**config.mk**
```make
export PLATFORM = sky130hd
export DESIGN_NAME = enemy_hitdispatcher
export DESIGN_NICKNAME = d
export VERILOG_FILES = /design/src/rtl/enemy_pkg.sv /design/src/rtl/enemy_hitFifo.sv /design/src/rtl/enemy_hitdispatcher.sv
export SDC_FILE = /design/constraint.sdc
export NUM_CORES = 1
export LEC_CHECK = 0
export BUFFER_PORTS_ARGS = -buffer_cell sky130_fd_sc_hd__buf_4
export CAP_MARGIN = 30
export CORE_AREA = 2 2 90 57
export CTS_CLUSTER_SIZE = 30
export DETAILED_ROUTE_END_ITERATION = 6
export DIE_AREA = 0 0 92 59
export HOLD_SLACK_MARGIN = 0.05
export PLACE_DENSITY = 0.61
export SYNTH_ARGS = -nofsm -noshare
export SYNTH_HDL_FRONTEND = slang
export SYNTH_SLANG_ARGS = --single-unit
```
**constraint.sdc**
```tcl
create_clock -name clk -period 2.9 [get_ports clk]
set_input_delay 0.145 -clock clk [delete_from_list [all_inputs] [get_ports clk]]
set_output_delay 0.145 -clock clk [all_outputs]
set_load 0.01 [all_outputs]
```
**src/rtl/enemy_pkg.sv**
```systemverilog
// Shared types for the enemy hit path: the queued hit event and the helper
// that picks which shot is credited when several shots overlap one enemy.
package enemy_pkg;

  localparam int ENEMY_ID_W = 4;
  localparam int SHOT_COUNT = 3;
  localparam int SHOT_IDX_W = 2;

  typedef struct packed {
    logic [ENEMY_ID_W-1:0] id;
    logic [SHOT_IDX_W-1:0] shot;
  } hit_event_t;

  // Lowest-numbered shot wins when several shots hit the same pixel.
  function automatic logic [SHOT_IDX_W-1:0] lowestShot(input logic [SHOT_COUNT-1:0] shots);
    logic [SHOT_IDX_W-1:0] idx;
    idx = '0;
    for (int i = SHOT_COUNT - 1; i >= 0; i--) begin
      if (shots[i]) idx = SHOT_IDX_W'(i);
    end
    return idx;
  endfunction

endpackage

```
**src/rtl/enemy_hitFifo.sv**
```systemverilog
// First-word-fall-through queue of hit events. A push while full is taken
// only when a pop frees a slot in the same cycle; a pop while empty is ignored.
module enemy_hitFifo
  import enemy_pkg::*;
#(
  parameter int DEPTH = 4
) (
  input  logic       clk,
  input  logic       resetN,
  input  logic       push,
  input  hit_event_t pushData,
  input  logic       pop,
  output hit_event_t headData,
  output logic       full,
  output logic       empty
);

  localparam int PTR_W = $clog2(DEPTH);
  localparam int CNT_W = PTR_W + 1;

  logic [PTR_W-1:0] rdPtr;
  logic [PTR_W-1:0] wrPtr;
  logic [CNT_W-1:0] count;
  hit_event_t       mem [DEPTH];
  logic             doPop;
  logic             doPush;

  assign empty  = (count == '0);
  assign full   = (count == CNT_W'(DEPTH));
  assign doPop  = pop & ~empty;
  assign doPush = push & (~full | doPop);

  // NOTE: state registers use non-blocking assignments so every flop samples
  // pre-edge values, independent of the order the blocks are evaluated in.
  always_ff @(posedge clk or negedge resetN) begin
    if (!resetN) begin
      rdPtr <= '0;
      wrPtr <= '0;
      count <= '0;
    end else begin
      if (doPush) wrPtr <= wrPtr + PTR_W'(1);
      if (doPop)  rdPtr <= rdPtr + PTR_W'(1);
      case ({doPush, doPop})
        2'b10:   count <= count + CNT_W'(1);
        2'b01:   count <= count - CNT_W'(1);
        default: count <= count;
      endcase
    end
  end

  // NOTE: the storage array has no reset; stale entries are never observed
  // because the head is forced to zero whenever the queue is empty.
  always_ff @(posedge clk) begin
    if (doPush) mem[wrPtr] <= pushData;
  end

  assign headData = empty ? '0 : mem[rdPtr];

endmodule

```
**src/rtl/enemy_hitdispatcher.sv**
```systemverilog
// Enemy hit dispatcher: per-enemy once-per-frame hit/border strobes, hit-event
// queue and player hit latch. Optional score counter under ENEMY_HIT_SCORE_EN.
module enemy_hitdispatcher
  import enemy_pkg::*;
#(
  parameter int AMOUNT_OF_ENEMIES = 2,
  parameter int FIFO_DEPTH        = 4,
  parameter int SCORE_PER_HIT     = 10
) (
  input  logic                  clk,
  input  logic                  resetN,
  input  logic                  startOfFrame,
  input  logic                  pause,
  input  logic                  enemyDrawReq,
  input  logic                  headsUpDrawReq,
  input  logic [ENEMY_ID_W-1:0] drawingRequestorId,
  input  logic [SHOT_COUNT-1:0] shotDrawReq,
  input  logic                  borderDrawReq,
  input  logic                  playerDrawReq,
  output logic                  changeDir,
  output logic [SHOT_COUNT-1:0] shotCollision,
  output logic                  playerHit,
  output logic                  eventValid,
  output logic [ENEMY_ID_W-1:0] eventId,
  output logic [SHOT_IDX_W-1:0] eventShot,
  input  logic                  eventReady,
  output logic                  overflow
`ifdef ENEMY_HIT_SCORE_EN
  ,
  output logic [15:0]           score
`endif
);

  if (AMOUNT_OF_ENEMIES < 1 || AMOUNT_OF_ENEMIES > 16) begin : gBadAmount
    $error("AMOUNT_OF_ENEMIES must be in 1..16");
  end
  if (FIFO_DEPTH < 2 || (FIFO_DEPTH & (FIFO_DEPTH - 1)) != 0) begin : gBadDepth
    $error("FIFO_DEPTH must be a power of 2, at least 2");
  end
  if (SCORE_PER_HIT < 0 || SCORE_PER_HIT > 65535) begin : gBadScore
    $error("SCORE_PER_HIT must fit in 16 bits");
  end

  logic [AMOUNT_OF_ENEMIES-1:0] hitFlag;
  logic [AMOUNT_OF_ENEMIES-1:0] dirFlag;
  logic [AMOUNT_OF_ENEMIES-1:0] idMatch;
  logic [AMOUNT_OF_ENEMIES-1:0] frameKeep;
  logic                         curHit;
  logic                         curDir;
  logic                         pixelValid;
  logic                         hitSet;
  logic                         playerFlag;
  logic                         playerLatched;
  logic                         playerSet;
  hit_event_t                   pushEvent;
  hit_event_t                   headEvent;
  logic                         fifoFull;
  logic                         fifoEmpty;
  logic                         popFires;
  logic                         pushDropped;

  // Ids at or above AMOUNT_OF_ENEMIES match nothing, which makes the pixel invalid.
  // NOTE: every always_comb output gets a default first so no path leaves it
  // unassigned, which would otherwise infer a latch.
  always_comb begin
    idMatch = '0;
    curHit  = 1'b0;
    curDir  = 1'b0;
    for (int i = 0; i < AMOUNT_OF_ENEMIES; i++) begin
      if (drawingRequestorId == ENEMY_ID_W'(i)) begin
        idMatch[i] = 1'b1;
        curHit     = hitFlag[i];
        curDir     = dirFlag[i];
      end
    end
  end

  assign pixelValid    = (|idMatch) & ~pause;
  assign shotCollision = shotDrawReq & {SHOT_COUNT{enemyDrawReq & ~curHit & pixelValid}};
  assign changeDir     = enemyDrawReq & borderDrawReq & ~curDir & pixelValid;
  assign hitSet        = |shotCollision;
  assign playerSet     = headsUpDrawReq & playerDrawReq & ~pause & ~playerFlag;
  assign frameKeep     = {AMOUNT_OF_ENEMIES{~startOfFrame}};

  assign pushEvent.id   = drawingRequestorId;
  assign pushEvent.shot = lowestShot(shotCollision);

  assign popFires    = eventReady & ~fifoEmpty;
  assign pushDropped = hitSet & fifoFull & ~popFires;

  // Clear-then-set ordering lets an event coinciding with startOfFrame count
  // for the new frame.
  always_ff @(posedge clk or negedge resetN) begin
    if (!resetN) begin
      hitFlag       <= '0;
      dirFlag       <= '0;
      playerFlag    <= 1'b0;
      playerLatched <= 1'b0;
      playerHit     <= 1'b0;
      overflow      <= 1'b0;
    end else begin
      hitFlag       <= (hitFlag & frameKeep) | (idMatch & {AMOUNT_OF_ENEMIES{hitSet}});
      dirFlag       <= (dirFlag & frameKeep) | (idMatch & {AMOUNT_OF_ENEMIES{changeDir}});
      playerFlag    <= (playerFlag & ~startOfFrame) | playerSet;
      playerLatched <= (playerLatched & ~startOfFrame) | playerSet;
      playerHit     <= startOfFrame & playerLatched;
      if (pushDropped) overflow <= 1'b1;
    end
  end

  enemy_hitFifo #(
    .DEPTH(FIFO_DEPTH)
  ) uFifo (
    .clk      (clk),
    .resetN   (resetN),
    .push     (hitSet),
    .pushData (pushEvent),
    .pop      (eventReady),
    .headData (headEvent),
    .full     (fifoFull),
    .empty    (fifoEmpty)
  );

  assign eventValid = ~fifoEmpty;
  assign eventId    = headEvent.id;
  assign eventShot  = headEvent.shot;

`ifdef ENEMY_HIT_SCORE_EN
  logic        pushAccepted;
  logic [16:0] scoreSum;

  assign pushAccepted = hitSet & (~fifoFull | popFires);
  assign scoreSum     = {1'b0, score} + 17'(SCORE_PER_HIT);

  always_ff @(posedge clk or negedge resetN) begin
    if (!resetN) begin
      score <= '0;
    end else if (pushAccepted) begin
      score <= scoreSum[16] ? 16'hFFFF : scoreSum[15:0];
    end
  end
`endif

endmodule

```
; After elaboration in Yosys (flattened, before gate mapping)
; Memories as Yosys holds them, arrays and structs flattened.
; Index checks and enable logic that the tools add are counted.
[totals]
n_memories = 1
register_bits = 15
ramBits = 24
elab_cells = 70
[op_classes]
reduce_logical = 5
mux = 13
add_sub_neg = 4
eq_ne = 4
bitwise = 34
[memory_table]
columns = memory, words, word_bits, rd, rd_clocked_by_memory_dff, write_ports, line_no
row1 = uFifo.mem, 4, 6, 1, 0, 1, enemy_hitFifo.sv:24  ; hit_event_t mem [DEPTH];
[op_table]
columns = op, n
row1 = $and 1x1->1, 16
row2 = $and 2x2->2, 4
row3 = $mux 1, 8
row4 = $not 1->1, 8
row5 = $mux 2, 3
row6 = $mux 6, 1
row7 = $pmux 3 s2, 1
row8 = $add 2x1->2 const B, 2
row9 = $eq 4x1->1 const B, 1
row10 = $logic_not 4->1, 1
row11 = $or 2x2->2, 2
row12 = $add 3x1->3 const B, 1
row13 = $and 3x3->3, 1
row14 = $eq 3x3->1 const B, 1
row15 = $logic_not 3->1, 1
row16 = $or 1x1->1, 3
row17 = $reduce_or 3->1, 1
row18 = $sub 3x1->3 const B, 1
row19 = $eq 2x1->1 const B, 1
row20 = $eq 2x2->1 const B, 1
row21 = $reduce_bool 2->1, 1
row22 = $reduce_or 2->1, 1

; Depth between registers and ports, before layout
; Gate-level depths: netlist of run 1.
[logic_depth]
depth_word = 11
mapped_depth = 12
mapped_depth_nobuf = 10

; Cells and area by module
; From an unflattened synthesis of run 1, not the netlist that was laid out.
[hier_totals]
hier_cells = 123
area_unflattened_um2 = 1774.2
[modules_own_cells]
columns = mod, instances, cells_per_inst, area_per_inst_um2, seq_area_each_um2
row1 = enemy_hitFifo, 1, 77, 1341.3, 895.9
row2 = enemy_hitdispatcher, 1, 46, 432.9, 200.2

; Worst setup path after synthesis of run 1
; Ideal clock, no wire load.
[synth_path]
path_kind = register to register
from = reg uFifo.count[0]
to = reg uFifo.count[2]
t_required_ns = 2.821
path_slack_ns = 0.796
arrival_time_ns = 2.025
period_less_slack_ns = 2.104
stages_incl_launch_ff = 11
path_cell_list = dfrtp_1 nor4b_2 and4b_1 buf_6 inv_1 ha_1 inv_1 fa_1 xor2_1 nor2_1 xor2_1
[synth_between]
elab_chain_len = 7
elab_cells_between_ends = 13
classes_between = add/sub: 2 / eq/ne: 3 / mux: 1 / bitwise: 5 / reduce/logical: 2
[synth_rtl]
columns = item, line_no
row1 = "start, declared", enemy_hitFifo.sv:23  ; logic [CNT_W-1:0] count;
row2 = "start signal, assigned", enemy_hitFifo.sv:44  ; 2'b10: count <= count + CNT_W'(1);
row3 = "start signal, assigned", enemy_hitFifo.sv:45  ; 2'b01: count <= count - CNT_W'(1);
row4 = "start signal, assigned", enemy_hitFifo.sv:46  ; default: count <= count;
row5 = $logic_not 3->1, enemy_hitFifo.sv:28  ; assign empty = (count == '0);
row6 = $not 1->1, enemy_hitFifo.sv:30  ; assign doPop = pop & ~empty;
row7 = $and 1x1->1, enemy_hitFifo.sv:30
row8 = $or 1x1->1, enemy_hitFifo.sv:31  ; assign doPush = push & (~full | doPop);
row9 = $and 1x1->1, enemy_hitFifo.sv:31
row10 = $eq 2x1->1 / $eq 2x2->1 (equally long branches), enemy_hitFifo.sv:43  ; case ({doPush, doPop})
row11 = $pmux 3 s2 / $reduce_bool 2->1 (equally long branches), -
; Several ways; a longest one is shown, not always the timed one.
; A chain may end at the register's enable or synchronous reset.

; Worst setup path in the final report of run 1
; Same ends and word-level chain as after synthesis.

==> impl_metrics.tcl, run 1 <==
set metrics [dict create \
    netlist-cell-type-count 36 \
    cts_tree "done" \
    die_area_um2 5428 \
    worst_slack_ns 0.6560 \
    die_w_um 92 \
    die-height_um 59 \
    grt_pass1_vias 1038 \
    core-area_um2 4517 \
    power_leakage_nw 0.8700 \
    n_antenna_cell 0 \
    clock_skew_ns 0.006084 \
    syn_to_final_growth_pct 19.62 \
    ff2ff_path_depth 9 \
    initial_core_util_pct 39.67 \
    post_drt_wl_per_cell_um 15.34 \
    numCtsBuffers 5 \
    cap_violations 0 \
    p_seq_share_pct 47.7 \
    max_stage_delay_ns 0.42 \
    antenna_found_initial 0 \
    track_usage_pct 13.59 \
    start_kind "flip-flop" \
    fin_crit_sh_pct 77.38 \
    rr_startpoint "uFifo.count[0]$_DFFE_PN0P_" \
    regToRegEndpoint "uFifo.count[2]$_DFFE_PN0P_" \
    ys_ff_latch 39 \
    combPwrFrac_pct 30.8 \
    synth_area_um2 1792 \
    tns_ns 0 \
    clock_path_buffers 2 \
    endpoint "uFifo.count[2]$_DFFE_PN0P_" \
    crit_chain "nor4b_2, and4b_1, inv_1, ha_1, inv_1, fa_1, xor2_1, nor2_1, xor2_1" \
    placed_cells 204 \
    ir_drop_v 0.0003389 \
    num-nets-final 171 \
    drt_iter0_markers 52 \
    cts_setup_buffers 0 \
    critPathBufInv 2 \
    drive_gt1_share_pct 34.67 \
    timing.fmax_ghz 0.4456 \
    place.gp.congestion 0.7500 \
    synthCells 118 \
    num_io_pins 29 \
    slowest_stage "dfrtp_1" \
    clkLatencyLatePin_ns 0.28 \
    numPortBuffers 28 \
    clock_sinks 39 \
    arrival_ns 2.45 \
    cp_num_cells 9 \
    powerDensity_nw_per_um2 731.8 \
    grt_remaining_overflow 0 \
    rows 19 \
    rsz0062_at_grt "false" \
    grt_start_max_net_pins 16 \
    vias 1020 \
    status "completed" \
    end_kind "flip-flop" \
    hpwl_mm 2.448 \
    syn_nets 140 \
    htree_levels 2 \
    drt_wl_total_mm 3.268 \
    remaining_drc_errors 0 \
    period_minus_slack_ns 2.244 \
    setup_violations 0 \
    reg2reg_slack_ns 0.66 \
    critPathKind "flip-flop to flip-flop" \
    cts_resized 0 \
    syn_avg_cell_area_um2 15.18 \
    regArea_um2 1096 \
    worstSetupStartpoint "uFifo.count[0]$_DFFE_PN0P_" \
    place_ws_ns 0.6482 \
    worstMarginPinSlew_ns 0.4852 \
    yosysSeqAreaShare_pct 61.17 \
    ys.warnings.count 0 \
    instances_no_fill 213 \
    num-fill-cells 409 \
    clock_power_share_pct 21.5 \
    critPathMaxFanout 7 \
    multi_input_area_um2 633.1 \
    viasPerCell 4.789 \
    min_path_type "primary input to flip-flop" \
    clockRootBuffer "clkbuf_8" \
    p_switching_mw 0.4667 \
    final_antenna_net_count 0 \
    maxSlewViolCount 0 \
    drt_pass1_iterations 4 \
    p_int_mw 1.102 \
    hold_viol 0 \
    crit_required_ns 3.11 \
    netSwitchingFraction_pct 29.76 \
    slew_headroom_pct 67.65 \
    path_clk_slew_ns 0.07 \
    crit_family "simple AND/OR/NAND/NOR gates" \
    grt_first_pass_wirelength_mm 5.354 \
]
==> cells by family (layout without fill, tap and decap cells) <==
group / Yosys count / count (layout) / share of synthesized area (%)
DFF: 39 / 39 / 61.17
xor gates and xnor gates: 6 / 6 / 2.933
muxes: 10 / 10 / 10.06
AOI/OAI and AO/OA: 8 / 8 / 3.072
adders and majority gates: 6 / 6 / 4.609
buffers and inverters: 14 / 46 / 3.491
and+or+nand+nor: 35 / 35 / 14.67
==> power groups by stage <==
stage	Sequential, mW	Combinational [mW]	Clock, mW
2_1_floorplan	0.700	0.359	0
3_3_place_gp	0.758	0.474	0
3_5_place_dp	0.761	0.490	0
4_1_cts	0.750	0.492	0.352
5_1_grt	0.767	0.535	0.375
6_report	0.748	0.484	0.337
==> stage by stage <==
stage / total power, mW / hold slack, ns / utilization [%] / cell area [um2]
after global placement: 1.232 / 0.009340 / 45.43 / 2052
after CTS: 1.593 / 0.06478 / 47.45 / 2143
after floorplan: 1.059 / -0.1506 / - / 1792
final: 1.568 / 0.07600 / 47.45 / 2143
after global routing: 1.677 / 0.08557 / 47.45 / 2143
after detailed placement: 1.250 / 0.01118 / 45.43 / 2052
==> routing by layer <==
metal	GRT usage, %	vias to the layer above	part of all wire, %
li1	-	486	-
met1	19.11	499	48
met2	19.22	31	45
met3	4.198	4	5.0
met4	7.036	0	1.7
met5	0	-	0
==> final cells by class <==
type / count / share of cell area [%]
clock buffers: 6 / 3.386
clock inverters: 2 / 0.4086
inverters: 9 / 1.576
multi-input cells: 65 / 29.54
flip-flops and latches: 39 / 51.14
well taps: 63 / 3.678
repair buffers: 29 / 10.27
==> cells in the mapped netlist, drive strengths merged <==
library cell | n | area share, %
mux2 | 1 | 0.84
clkbuf | 3 | 0.70
nor3b | 1 | 0.42
inv | 9 | 1.9
edfxtp | 24 | 40
a21o | 1 | 0.42
o21a | 1 | 0.42
and4 | 1 | 0.49
o21ai | 3 | 0.84
xnor2 | 3 | 1.5
xor2 | 3 | 1.5
mux4 | 6 | 7.5
and4b | 1 | 0.56
nor2b | 1 | 0.35
dfrtp | 15 | 21
buf | 2 | 0.91
or3 | 2 | 0.98
fa | 1 | 1.1
mux2i | 3 | 1.7
nand4b | 2 | 0.98
nor2 | 3 | 0.63
and3b | 1 | 0.56
and3 | 2 | 0.77
nor3 | 1 | 0.91
nand4 | 1 | 0.35
a21oi | 1 | 0.28
a32o | 2 | 1.1
and2 | 15 | 5.6
nor4b | 2 | 1.7
ha | 5 | 3.5
nand2 | 2 | 0.42
==> sequential cells by signal (all words and copies together) (netlist names) <==
name	count
overflow	1
playerLatched	1
uFifo.rdPtr	2
playerFlag	1
hitFlag	2
uFifo.mem	24
dirFlag	2
uFifo.count	3
uFifo.wrPtr	2
playerHit	1
==> timing repair <==
item                                    4_1_cts  5_1_grt
hold buffers                                  1        0
endpoints found under the setup margin        0        0
hold endpoints to repair                     15        0
==> cells in the final DEF (no fill, tap or decap) <==
master	instances
and3b_2	1
xor2_1	3
nor2b_1	1
inv_1	9
nand4b_1	2
or3_4	1
and3_2	1
fa_1	1
buf_4	28
o21ai_0	3
nand4_1	1
clkbuf_8	5
a21o_1	1
o21a_1	1
a21oi_1	1
clkinv_1	1
mux2i_1	3
edfxtp_1	24
and4b_1	1
ha_1	5
xnor2_1	3
and4_1	1
clkbuf_1	1
nor3b_1	1
dlygate4sd3_1	1
and2_2	5
mux4_2	6
a32o_1	2
mux2_4	1
nor4b_2	2
nor2_1	3
dfrtp_1	15
clkinv_2	1
and3_1	1
nor3_4	1
nand2_1	2
and2_1	10
or3_1	1
==> worst register-to-register path: stages, from the launching register on <==
cell and delay [ns]:
dfrtp_1 0.42, nor4b_2 0.32, and4b_1 0.32, inv_1 0.09, ha_1 0.17, inv_1 0.06, fa_1 0.37, xor2_1 0.15
nor2_1 0.11, xor2_1 0.16
==> worst min-delay path by stage <==
| stage | from | endpoint | slack [ns] | depth (start not counted) |
|---|---|---|---|---|
| 3_3_place_gp | resetN | hitFlag[0]$_DFF_PN0_ | 0.009 | 1 |
| 2_1_floorplan | resetN | dirFlag[0]$_DFF_PN0_ | -0.15 | 0 |
| 5_1_grt | startOfFrame | hitFlag[0]$_DFF_PN0_ | 0.09 | 2 |
| 3_5_place_dp | resetN | dirFlag[0]$_DFF_PN0_ | 0.01 | 1 |
| 4_1_cts | startOfFrame | hitFlag[0]$_DFF_PN0_ | 0.06 | 2 |
| 6_report | startOfFrame | hitFlag[0]$_DFF_PN0_ | 0.08 | 2 |
(Power assumes the default switching activity.)
==> run 2, diff against run 1 <==
==> constraint.sdc (replaced) <==
create_clock -name clk -period 2.3 [get_ports clk]
set_input_delay 0.115 -clock clk [delete_from_list [all_inputs] [get_ports clk]]
set_output_delay 0.115 -clock clk [all_outputs]
set_load 0.01 [all_outputs]
==> impl_metrics.tcl, run 2 (synthesis results as in run 1) <==
set metrics [dict create \
    die_w_um 92 \
    critPathKind "flip-flop to flip-flop" \
    crit_family "simple AND/OR/NAND/NOR gates" \
    drt_iter0_markers 70 \
    hold_buffers 2 \
    n_antenna_cell 0 \
    clock_path_buffers 2 \
    regMostFlops "uFifo.mem" \
    tns_ns 0 \
    final_cell_mix "buf_4 (30), edfxtp_1 (24), dfrtp_1 (15)" \
    track_usage_pct 13.50 \
    total_power_mw 2.117 \
    dpl-instance-area_um2 2067 \
    layout_commonest_cell "buf_4" \
    rsz0062_at_grt "false" \
    die-height_um 59 \
    max_stage_delay_ns 0.43 \
    htree_levels 2 \
    vias 1032 \
    min_from "drawingRequestorId[2]" \
    min_path_type "primary input to flip-flop" \
    ir_drop_v 0.0004872 \
    status "completed" \
    rows 19 \
    ff2ff_path_depth 9 \
    post_drt_wl_per_cell_um 15.50 \
    core-area_um2 4517 \
    worst_slack_ns 0.1796 \
    slowest_stage "dfrtp_1" \
    fin_crit_sh_pct 92.19 \
    place.gp.congestion 0.7363 \
    critPathMaxFanout 4 \
    final_antenna_net_count 0 \
    reg2reg_slack_ns 0.18 \
    numCtsBuffers 5 \
    clock_skew_ns 0.005624 \
    clock_sinks 39 \
    timing.fmax_ghz 0.4716 \
    num_io_pins 29 \
    arrival_ns 2.33 \
    numPortBuffers 28 \
    min_to "uFifo.mem[0][4]$_DFFE_PP_" \
    setup_violations 0 \
    reg.largest.list "uFifo.mem x24, uFifo.count x3" \
    instances_no_fill 216 \
    regToRegEndpoint "uFifo.count[2]$_DFFE_PN0P_" \
    syn_to_final_growth_pct 22.49 \
    clockRootBuffer "clkbuf_8" \
    cts_tree "done" \
    viasPerCell 4.778 \
    grt_first_pass_wirelength_mm 5.271 \
    worstMarginPinSlew_ns 0.4936 \
    num-nets-final 174 \
    placed_cells 206 \
    antenna_found_initial 0 \
    hpwl_mm 2.478 \
    hold_viol 0 \
    clkLatencyLatePin_ns 0.29 \
    period_minus_slack_ns 2.120 \
    path_clk_slew_ns 0.08 \
    start_kind "flip-flop" \
    end_kind "flip-flop" \
    drt_pass1_iterations 4 \
    cts_setup_buffers 0 \
    slew_headroom_pct 67.10 \
    critPathBufInv 2 \
    place_ws_ns 0.1638 \
    drt_wl_total_mm 3.348 \
    drive_gt1_share_pct 35.95 \
    maxSlewViolCount 0 \
    crit_chain "nor4b_2, and4b_1, inv_1, ha_1, inv_1, fa_1, xor2_1, nor2_1, xor2_1" \
    cts_resized 0 \
    stdcell_area_um2 2195 \
    rr_startpoint "uFifo.count[0]$_DFFE_PN0P_" \
    initial_core_util_pct 39.67 \
    powerDensity_nw_per_um2 964.6 \
    remaining_drc_errors 0 \
    crit_required_ns 2.51 \
    cap_violations 0 \
    grt_pass1_vias 1056 \
    min_path_cells 1 \
    grt_start_max_net_pins 16 \
    largest_reg_flops 24 \
    die_area_um2 5428 \
    grt_remaining_overflow 0 \
    power_leakage_nw 0.8969 \
]
## run 2: cell types whose count changed in the layout (fill, tap and decap cells not counted)
cell	delta
dlygate4sd3_1	+1
bufinv_16	+1
clkbuf_1	-1
buf_4	+2
## run 2: worst max-delay path by stage
stage                                from                    endpoint  slack (ns)  cells past startpoint
2_1_floorplan  uFifo.count[0]$_DFFE_PN0P_  uFifo.count[2]$_DFFE_PN0P_        0.20                     10
3_3_place_gp   uFifo.count[0]$_DFFE_PN0P_  uFifo.count[2]$_DFFE_PN0P_        0.27                      9
3_5_place_dp   uFifo.count[0]$_DFFE_PN0P_  uFifo.count[2]$_DFFE_PN0P_        0.16                      9
4_1_cts        uFifo.count[0]$_DFFE_PN0P_  uFifo.count[2]$_DFFE_PN0P_        0.17                      9
5_1_grt        uFifo.count[0]$_DFFE_PN0P_  uFifo.count[2]$_DFFE_PN0P_        0.06                      9
6_report       uFifo.count[0]$_DFFE_PN0P_  uFifo.count[2]$_DFFE_PN0P_        0.18                      9
## run 2: worst register-to-register path: cells and delay by family (launching register included)
family / cells / cell delay [ns]
buf+inv: 2 / 0.12
xor+xnor: 2 / 0.30
simple gates: 3 / 0.66
fa+ha+maj: 2 / 0.54
flops: 1 / 0.43
## run 2: power by group
group	internal [mW]	switching, mW
clock	0.318	0.232
sequential	0.822	0.123
combinational	0.370	0.253
## run 2: cell type report
type,instances,area (um2)
fillers,408,2322
clock inverters,3,38.79
clock buffers,5,68.82
well taps,63,78.83
repair buffers,32,245.2
multi-input cells,65,633.1
inverters,9,33.78
flip-flops and latches,39,1096
## run 2: per-stage QoR
step	hold WS, ns	utilization [%]
after floorplan	-0.1806	-
after CTS	0.06525	48.59
after global routing	0.06722	48.59
after global placement	-0.01971	45.76
final	0.07279	48.59
after detailed placement	-0.02187	45.76
## run 2: per-layer routing
| metal | routed length (um) | vias to the layer above | track usage, % |
|---|---|---|---|
| li1 | - | 495 | - |
| met1 | 1716 | 510 | 18.91 |
| met2 | 1459 | 22 | 20.27 |
| met3 | 125 | 5 | 3.944 |
| met4 | 46 | 0 | 5.117 |
| met5 | 0 | - | 0 |
